--- src/rtl/led_ctrl_pkg.sv ---
// Shared types and helpers for the LED pattern sequencer.
// Modes, run/pause state and the per-mode pattern seed.
package led_ctrl_pkg;

    typedef enum logic [1:0] {
        ROT_L  = 2'd0,
        ROT_R  = 2'd1,
        BOUNCE = 2'd2,
        BLINK  = 2'd3
    } mode_e;

    typedef enum logic {
        RUN    = 1'b0,
        PAUSED = 1'b1
    } state_e;

    localparam int unsigned LED_MAX = 32;

    // Seed is 1 for the one-hot modes and n ones for BLINK (n <= LED_MAX).
    function automatic logic [LED_MAX-1:0] seed_for(
        input mode_e       m,
        input int unsigned n
    );
        logic [LED_MAX-1:0] s;
        if (m == BLINK) begin
            s = '1;
            s = s >> (LED_MAX - n);
        end else begin
            s = LED_MAX'(1);
        end
        return s;
    endfunction

endpackage

--- src/rtl/tick_prescaler.sv ---
// Step-rate prescaler: counts 0..TICK_DIV-1 while enabled.
// tick is combinational on the terminal count with en high.
module tick_prescaler #(
    parameter int unsigned TICK_DIV = 12000000
) (
    input  logic clk,
    input  logic rst,
    input  logic en,
    output logic tick
);

    localparam int unsigned CW = $clog2(TICK_DIV);
    localparam logic [CW-1:0] LAST = CW'(TICK_DIV - 1);

    logic [CW-1:0] cnt_q;
    logic [CW-1:0] cnt_d;
    logic          at_last;

    always_comb begin
        at_last = (cnt_q == LAST);
        tick    = en && at_last;
        cnt_d   = cnt_q;
        if (en) begin
            cnt_d = at_last ? '0 : cnt_q + 1'b1;
        end
    end

    always_ff @(posedge clk) begin
        if (rst) begin
            cnt_q <= '0;
        end else begin
            cnt_q <= cnt_d;
        end
    end

endmodule

--- src/rtl/led_pattern_ctrl.sv ---
// LED bank sequencer: prescaled stepping, mode handshake,
// pause and single-step control.
module led_pattern_ctrl
    import led_ctrl_pkg::*;
#(
    parameter int unsigned TICK_DIV = 12000000,
    parameter int unsigned N_LEDS   = 4
) (
    input  logic              clk,
    input  logic              rst,
    input  logic [1:0]        mode_i,
    input  logic              mode_valid_i,
    output logic              mode_ready_o,
    input  logic              pause_i,
    input  logic              step_i,
    output logic [N_LEDS-1:0] leds_o,
    output logic              tick_o,
    output logic [1:0]        mode_o
);

    state_e             state_q;
    state_e             state_d;
    logic               presc_en;
    logic               presc_tick;
    logic               step_ok;
    logic               step_edge;
    logic               xfer;
    logic               apply;

    mode_e              mode_q;
    mode_e              mode_d;
    mode_e              pend_mode_q;
    mode_e              pend_mode_d;
    logic               pend_q;
    logic               pend_d;
    logic               ready_q;
    logic               ready_d;
    logic               dir_q;
    logic               dir_d;
    logic               tick_q;
    logic [N_LEDS-1:0]  leds_q;
    logic [N_LEDS-1:0]  leds_d;

    tick_prescaler #(
        .TICK_DIV (TICK_DIV)
    ) u_presc (
        .clk  (clk),
        .rst  (rst),
        .en   (presc_en),
        .tick (presc_tick)
    );

    always_ff @(posedge clk) begin
        if (rst) begin
            state_q <= RUN;
        end else begin
            state_q <= state_d;
        end
    end

    always_comb begin
        state_d = state_q;
        unique case (state_q)
            RUN:    if (pause_i)  state_d = PAUSED;
            PAUSED: if (!pause_i) state_d = RUN;
        endcase
    end

    // pause_i gates the prescaler directly so a pause on the wrap edge wins
    always_comb begin
        presc_en = !pause_i;
        step_ok  = 1'b0;
        unique case (state_q)
            RUN:    step_ok = 1'b0;
            PAUSED: step_ok = step_i;
        endcase
    end

    assign step_edge = presc_tick | step_ok;
    assign xfer      = mode_valid_i & ready_q;
    assign apply     = step_edge & pend_q;

    always_comb begin
        pend_d      = pend_q;
        pend_mode_d = pend_mode_q;
        if (apply) begin
            pend_d = 1'b0;
        end
        if (xfer) begin
            pend_d      = 1'b1;
            pend_mode_d = mode_e'(mode_i);
        end
        ready_d = !pend_d;
    end

    // dir_q: 0 = moving towards MSB, 1 = moving towards bit0
    always_comb begin
        mode_d = mode_q;
        leds_d = leds_q;
        dir_d  = dir_q;
        if (apply) begin
            mode_d = pend_mode_q;
            leds_d = N_LEDS'(seed_for(pend_mode_q, N_LEDS));
            dir_d  = 1'b0;
        end else if (step_edge) begin
            unique case (mode_q)
                ROT_L: begin
                    leds_d = {leds_q[N_LEDS-2:0], leds_q[N_LEDS-1]};
                end
                ROT_R: begin
                    leds_d = {leds_q[0], leds_q[N_LEDS-1:1]};
                end
                BOUNCE: begin
                    if (!dir_q) begin
                        if (leds_q[N_LEDS-1]) begin
                            leds_d = leds_q >> 1;
                            dir_d  = 1'b1;
                        end else begin
                            leds_d = leds_q << 1;
                        end
                    end else begin
                        if (leds_q[0]) begin
                            leds_d = leds_q << 1;
                            dir_d  = 1'b0;
                        end else begin
                            leds_d = leds_q >> 1;
                        end
                    end
                end
                BLINK: begin
                    leds_d = ~leds_q;
                end
            endcase
        end
    end

    always_ff @(posedge clk) begin
        if (rst) begin
            mode_q      <= ROT_L;
            pend_mode_q <= ROT_L;
            pend_q      <= 1'b0;
            ready_q     <= 1'b0;
            dir_q       <= 1'b0;
            tick_q      <= 1'b0;
            leds_q      <= N_LEDS'(1);
        end else begin
            mode_q      <= mode_d;
            pend_mode_q <= pend_mode_d;
            pend_q      <= pend_d;
            ready_q     <= ready_d;
            dir_q       <= dir_d;
            tick_q      <= step_edge;
            leds_q      <= leds_d;
        end
    end

    assign leds_o       = leds_q;
    assign tick_o       = tick_q;
    assign mode_o       = mode_q;
    assign mode_ready_o = ready_q;

endmodule

--- config.mk ---
export PLATFORM = sky130hd
export DESIGN_NAME = led_pattern_ctrl
export DESIGN_NICKNAME = d
export VERILOG_FILES = /design/src/rtl/led_ctrl_pkg.sv /design/src/rtl/tick_prescaler.sv /design/src/rtl/led_pattern_ctrl.sv
export SDC_FILE = /design/constraint.sdc
export NUM_CORES = 1
export LEC_CHECK = 0
export ABC_AREA = 1
export CORE_MARGIN = 2
export CORE_UTILIZATION = 45
export CTS_BUF_LIST = sky130_fd_sc_hd__clkbuf_8
export DETAILED_ROUTE_END_ITERATION = 7
export PLACE_DENSITY = 0.71
export SKIP_LAST_GASP = 1
export SLEW_MARGIN = 20
export SYNTH_ARGS = -nofsm -noshare
export SYNTH_HDL_FRONTEND = slang
export SYNTH_SLANG_ARGS = --single-unit
--- constraint.sdc ---
create_clock -name clk -period 1.91 [get_ports clk]
set_clock_uncertainty 0.15 [all_clocks]
set_input_delay 0.382 -clock clk [delete_from_list [all_inputs] [get_ports clk]]
set_output_delay 0.382 -clock clk [all_outputs]
set_load 0.02 [all_outputs]
==> reports/results.txt <==
Fin Setup TNS - 0 ns
CTS buffer count - 5
WL/cell - 11.3 um
hold endpoint - u_presc.cnt_q[0]
post-synthesis sequential area ratio - 0.359
layout net count - 362
fillers - 447
LEAKAGE - 0.00110 uW
initial antenna violation count - 0
kind of cell adding the most delay to the critical path - buffers and inverters
maximum VDD drop - 0.373 mV
hpwl dp - 3620 um
relative slew slack - 0.743
Core Rows - 24
leading area contributor after synthesis - dfxtp_1
top cell type's share of synthesized area - 0.359
clock latency on the worst-skew pair - 0.29 ns
status - finished, final reports clean
clock-pin slew on the worst setup and hold paths - 0.07 ns
vias per cell - 5.07
reg-to-reg setup timing slack - 0.17 ns
Min-Delay Startpoint - u_presc.cnt_q[0]
Final Hold Fails - 0
gpl congestion - 0.899
DRT iter0 DRCs - 100
Storage cell area - 742 um2
Final Total Pwr - 1640 uW
Total Wirelength - 4620 um
CTS tree - done
Detail Route Antenna Nets - 0
top_reg_cell synth - dfxtp_1
unrepaired setup endpoints after global routing - false
crit-path max FO - 4
async set-reset flop share out of synthesis - 0
Max-Cap Viols - 0
io pins - 15
ranking of synthesized cells by area - dfxtp_1 (36%), nand2_1 (16%), nand3_1 (8.3%)
first-pass GRT wire length - 8330 um
period utilization - 0.951
GRT Util Overall - 0.201
core area - 4380 um2
Max Buffers Root-to-Sink - 2
DR pass1 iterations - 4
Die Wd - 71.7 um
CP Buf/Inv Count - 1
Die Area - 5140 um2
Final Critical Period - 1.82 ns
hold path depth - 2
P per Cell Area - 657 nW/um2
critical path arrival - 1.28 ns
IO buf count - 14
die height - 71.7 um
Avg Inst Size Synth - 6.42 um2
R2R depth - 10
clock sinks - 37
slowest CP cell - clkdlybuf4s50_1
GR Overflow Total - 0
required time worst endpoint - 1.38 ns
Root Driver - clkbuf_8
endpoints failing setup - 0
flops & latches, synth - 37
Post-synth EDFFs - 0
CP startpoint kind - flip-flop
Syn Inst Count - 321
# diodes - 0
crit-path max cell delay - 0.62 ns
hold buffer count at CTS - 0
vias in the first global route - 2005
Worst setup EP type - primary output
mapped cell area - 2060 um2
Synth Warn # - 0
Mapped Nets - 329
DRC errors left - 0
most common cell in the synthesized netlist - nand2_1
worst-margin pin slew - 0.382 ns
largest net degree at the start of global routing - 15
Multi-input gate area - 1110 um2
CP Class - flip-flop to primary output
Post-synth top cells - nand2_1 (88), inv_1 (41), nor2_1 (41), dfxtp_1 (37), nand3_1 (34)
R2R Path End - u_presc.cnt_q[9]
Initial Util - 0.470
Final Max Slew Viols - 0
CTS H-Tree Depth - 2
vias - 2063
Hold/Removal Path Class - flip-flop to flip-flop
critical path, cell by cell - clkdlybuf4s50_1
library cells used by synthesis - 33
fraction of layout cells with a size suffix above 1 - 0.135
Final Util - 0.567
fmax - 551 MHz
P&R area growth vs syn - 20.7%
Reg2Reg Launch Point - u_presc.cnt_q[1]
## worst max-delay path by stage
stage	start	depth (start not counted)	slack [ns]	end
after floorplan	u_presc.cnt_q[0]	10	0.31	u_presc.cnt_q[9]
after global placement	pause_i	9	-0.07	u_presc.cnt_q[9]
after detailed placement	pause_i	9	-0.11	u_presc.cnt_q[9]
after CTS	leds_o[3]	1	0.004	leds_o[3]
after global routing	u_presc.cnt_q[1]	10	0.02	u_presc.cnt_q[9]
final	leds_o[2]	1	0.09	leds_o[2]
## per-stage QoR
stage                     cell area [um2]  worst slack, ns  std cells  hold WS, ns
after floorplan                      2060            0.313        321        0.300
final                                2490           0.0939        407        0.332
after global routing                 2490           0.0236        407        0.361
after global placement               2360          -0.0655        399        0.321
after detailed placement             2360           -0.107        399        0.331
after CTS                            2480          0.00398        407        0.342
## layout by cell type (no fill, tap or decap), types with 2 or more instances in the layout
cell	instances
nand2_2	3
nor2_1	41
xor2_1	2
nor3_1	5
nand4_1	7
nand2_4	2
o211ai_1	3
buf_4	16
nand3_1	34
nor4_1	3
o21ai_0	9
inv_2	6
nor3_2	2
a21oi_1	13
nand2_1	88
nor2_2	6
dfxtp_1	36
clkinv_1	2
o21ai_1	2
clkbuf_8	6
clkdlybuf4s50_1	12
inv_1	41
## logic make-up (layout without fill, tap and decap cells)
| logic type | count (synthesis) | count (layout) | synth area share |
|---|---|---|---|
| xor+xnor | 3 | 3 | 0.0128 |
| simple gates | 196 | 196 | 0.438 |
| fa+ha+maj | 1 | 1 | 0.00607 |
| compound gates | 31 | 31 | 0.0844 |
| flops | 37 | 37 | 0.359 |
| buf+inv | 53 | 87 | 0.0996 |
## flip-flops by register name, indices dropped and copies added (netlist names)
| register | cells |
|---|---|
| u_presc.cnt_q | 24 |
| leds_o | 4 |
| mode_o | 2 |
| pend_mode_q | 2 |
| dir_q | 1 |
| mode_ready_o | 1 |
| pend_q | 1 |
| state_q | 1 |
| tick_o | 1 |
## final cells by class
cell class,count,share of cell area
Inverter,49,0.0739
Timing Repair Buffer,30,0.105
Clock inverter,2,0.0151
Tap cell,52,0.0262
Clock buffer,6,0.0332
Multi-Input combinational cell,231,0.448
Sequential cell,37,0.298
## timing repair
| action | in CTS | in global routing |
|---|---|---|
| setup buffers | 0 | 0 |
| cloned | 0 | 0 |
| resized for setup | 1 | 2 |
| endpoints found under the setup margin | 1 | 2 |
## layer usage
metal,vias up,track usage,part of all wire
li1,1093,-,-
met1,920,0.231,0.44
met2,41,0.361,0.50
met3,9,0.0506,0.044
met4,0,0.0713,0.013
met5,-,0,0
## power breakdown
group / internal, uW / switching, uW / leakage, uW
clock: 424 / 280 / 0.0000574
combinational: 57.2 / 71.7 / 0.000743
sequential: 788 / 13.6 / 0.000300
total: 1270 / 366 / 0.00110
No activity file was read; power rests on OpenSTA's default activity.
==> RTL change, RTL diff (same settings) <==
Reset style: asynchronous (`rst`), changed in 3 clocked blocks.
--- a/src/rtl/tick_prescaler.sv
+++ b/src/rtl/tick_prescaler.sv
@@ -25,7 +25,7 @@
         end
     end
 
-    always_ff @(posedge clk) begin
+    always_ff @(posedge clk or posedge rst) begin
         if (rst) begin
             cnt_q <= '0;
         end else begin
--- a/src/rtl/led_pattern_ctrl.sv
+++ b/src/rtl/led_pattern_ctrl.sv
@@ -50,7 +50,7 @@
         .tick (presc_tick)
     );
 
-    always_ff @(posedge clk) begin
+    always_ff @(posedge clk or posedge rst) begin
         if (rst) begin
             state_q <= RUN;
         end else begin
@@ -134,7 +134,7 @@
         end
     end
 
-    always_ff @(posedge clk) begin
+    always_ff @(posedge clk or posedge rst) begin
         if (rst) begin
             mode_q      <= ROT_L;
             pend_mode_q <= ROT_L;
Function: differs if rst is asserted again (counterexample within 4 cycles, from zero or initial values and one cycle with rst high); with rst held inactive, the same outputs for 10 cycles.
==> RTL change against the unedited design <==
Register-to-register slack lost 0.04 ns. Final area grew 8.8%. Cell count is 2.9% higher. Synthesized cell count is 2.5% lower. Setup slack worse by 0.036 ns. Fmax decreased by 2.0%. Hold slack got worse by 0.046 ns. Area after synthesis up 8.3%. Sequential cell count stayed put. Routed wire length up 5.1%. Critical path type unchanged.
Power is not compared: it rests on default switching activity, and its combinational part moved more than twofold at a synthesized area within 25%.
==> RTL change: results (changes against the unedited design) <==
- Reg2Reg Depth: 11 (+1)
- Nets@finish: 359 (-0.83%)
- Synth cell count leaders: nand2_1, inv_1, nor2_1
- Synth Area in XOR/XNOR: 0.02354 (+0.01079)
- GP Congestion: 0.8708 (-3.1%)
- Number of detailed-route iterations in the first pass: 4 (unchanged)
- Routed WL: 4854 um (+5.1%)
- Predominant post-synthesis flop cell: dfrtp_1
- First-pass GRT wire length: 8528 um (+2.4%)
- Met2 usage: 0.3265 (-0.03466)
- Synth Area in Adders: 0.005605 (-0.0004663)
- Terminus of the critical flop-to-flop path: dir_q$_DFFE_PP0P_
- M3 GR Usage: 0.04065 (-0.009983)
- Status: finished clean
- Post-synth ARST share: 1.000 (+1.000)
- CP Max Fanout: 4 (unchanged)
- DP Worst Slack: 0.001023 ns (+0.1083 ns)
- Routed vias: 2070 (+0.34%)
- RR Startpoint: u_presc.cnt_q[1]$_DFFE_PP0N_
- Seq/Total Area, Yosys: 0.4154 (+0.05592)
- Fillers: 469 (+4.9%)
- Distinct cell type count after synthesis: 30 (-9.1%)
- Vias in the first global route: 1929 (-3.8%)
- Flop-to-flop setup slack: 0.13 ns (-0.04 ns)
- Synth Area in Compound Gates: 0.07455 (-0.009844)
- Net count after synthesis: 321 (-2.4%)
- Peak VDD IR: 575.3 uV
- Max incr delay on CP: 0.62 ns (about the same)
- Dpl hpwl: 3678 um (+1.6%)
- Worst Max-Slew Pin Slew: 0.3415 ns (-0.04072 ns)
- Worst Hold Class: in -> async
- DR iter-0 viols: 154 (+54%)
- GRT met1 Usage: 0.2706 (+0.03978)
RTL change: changes by cell type after synthesis, sizes merged, moves of 2 or more:
cell    unedited run  this run
dfrtp              0        36
nand3b             0         2
buf                3         1
nand3             35        26
xor2               2         5
dfxtp             37         0
clkinv             2         0
nor2              48        52
nand2             94        88
inv               47        51
o21ai             11        13
RTL change: what timing repair did:
action | CTS | global route
endpoints found under the setup margin | 3 | 4
gates resized for setup | 3 | 3
gates cloned | 0 | 0
RTL change: how the worst max path moves through the flow:
stage	end	from	depth (start not counted)
3_3_place_gp	u_presc.cnt_q[5]$_DFFE_PP0N_	pause_i	6
5_1_grt	dir_q$_DFFE_PP0P_	u_presc.cnt_q[1]$_DFFE_PP0N_	11
3_5_place_dp	u_presc.cnt_q[5]$_DFFE_PP0N_	pause_i	6
2_1_floorplan	dir_q$_DFFE_PP0P_	u_presc.cnt_q[1]$_DFFE_PP0N_	11
4_1_cts	leds_o[1]	leds_o[1]$_DFFE_PP0P_	1
6_report	leds_o[2]	leds_o[2]$_DFFE_PP0P_	1
RTL change: logic make-up after synthesis:
logic type | Yosys count
and+or+nand+nor | 186
buffers and inverters | 53
DFF | 37
AOI/OAI and AO/OA | 30
xor gates and xnor gates | 6
adders and majority gates | 1
RTL change: layout make-up:
type / count / area (sq um) / share of cell area
sequential: 37 / 927.1 / 0.3426
timing repair buffer: 33 / 306.5 / 0.1133
tap: 67 / 83.83 / 0.03098
multi-input combinational: 223 / 1094 / 0.4041
clock inverter: 1 / 5.005 / 0.001849
clock buffer: 7 / 96.34 / 0.03560
inverter: 51 / 193.9 / 0.07166
RTL change: worst register-to-register path, stage by stage, from the launching register on:
cell and delay [ns]:
dfrtp_1 0.37, ha_1 0.19, nand2_2 0.07, nor2_4 0.17, nand2_4 0.11, nor2_8 0.11, nand2_4 0.08, nand2_4 0.12
buf_4 0.13, inv_4 0.03, a21oi_1 0.10, nor2_1 0.05
RTL change: where the power goes:
group          switching [mW]  leakage (nW)  internal, mW
sequential              0.198         0.431         0.989
combinational           0.695         0.982         0.430
clock                   0.281        0.0542         0.326
total                    1.17          1.47          1.75
RTL change: metal layers:
metal | vias to the layer above | wire length (um)
li1 | 1063 | -
met2 | 39 | 2279
met4 | 0 | 61
met1 | 963 | 2333
met3 | 5 | 180
met5 | - | 0
RTL change: stage by stage:
step	instance area, sq um	cells	power, mW	hold slack (ns)	TNS [ns]
floorplan	2232	313	1.983	0.2634	0
global placement	2600	411	2.334	0.3817	-0.03915
detailed placement	2600	411	2.343	0.3825	0
CTS	2698	419	2.946	0.2827	0
global route	2706	419	3.167	0.3195	-0.001678
finish	2706	419	2.919	0.2856	0
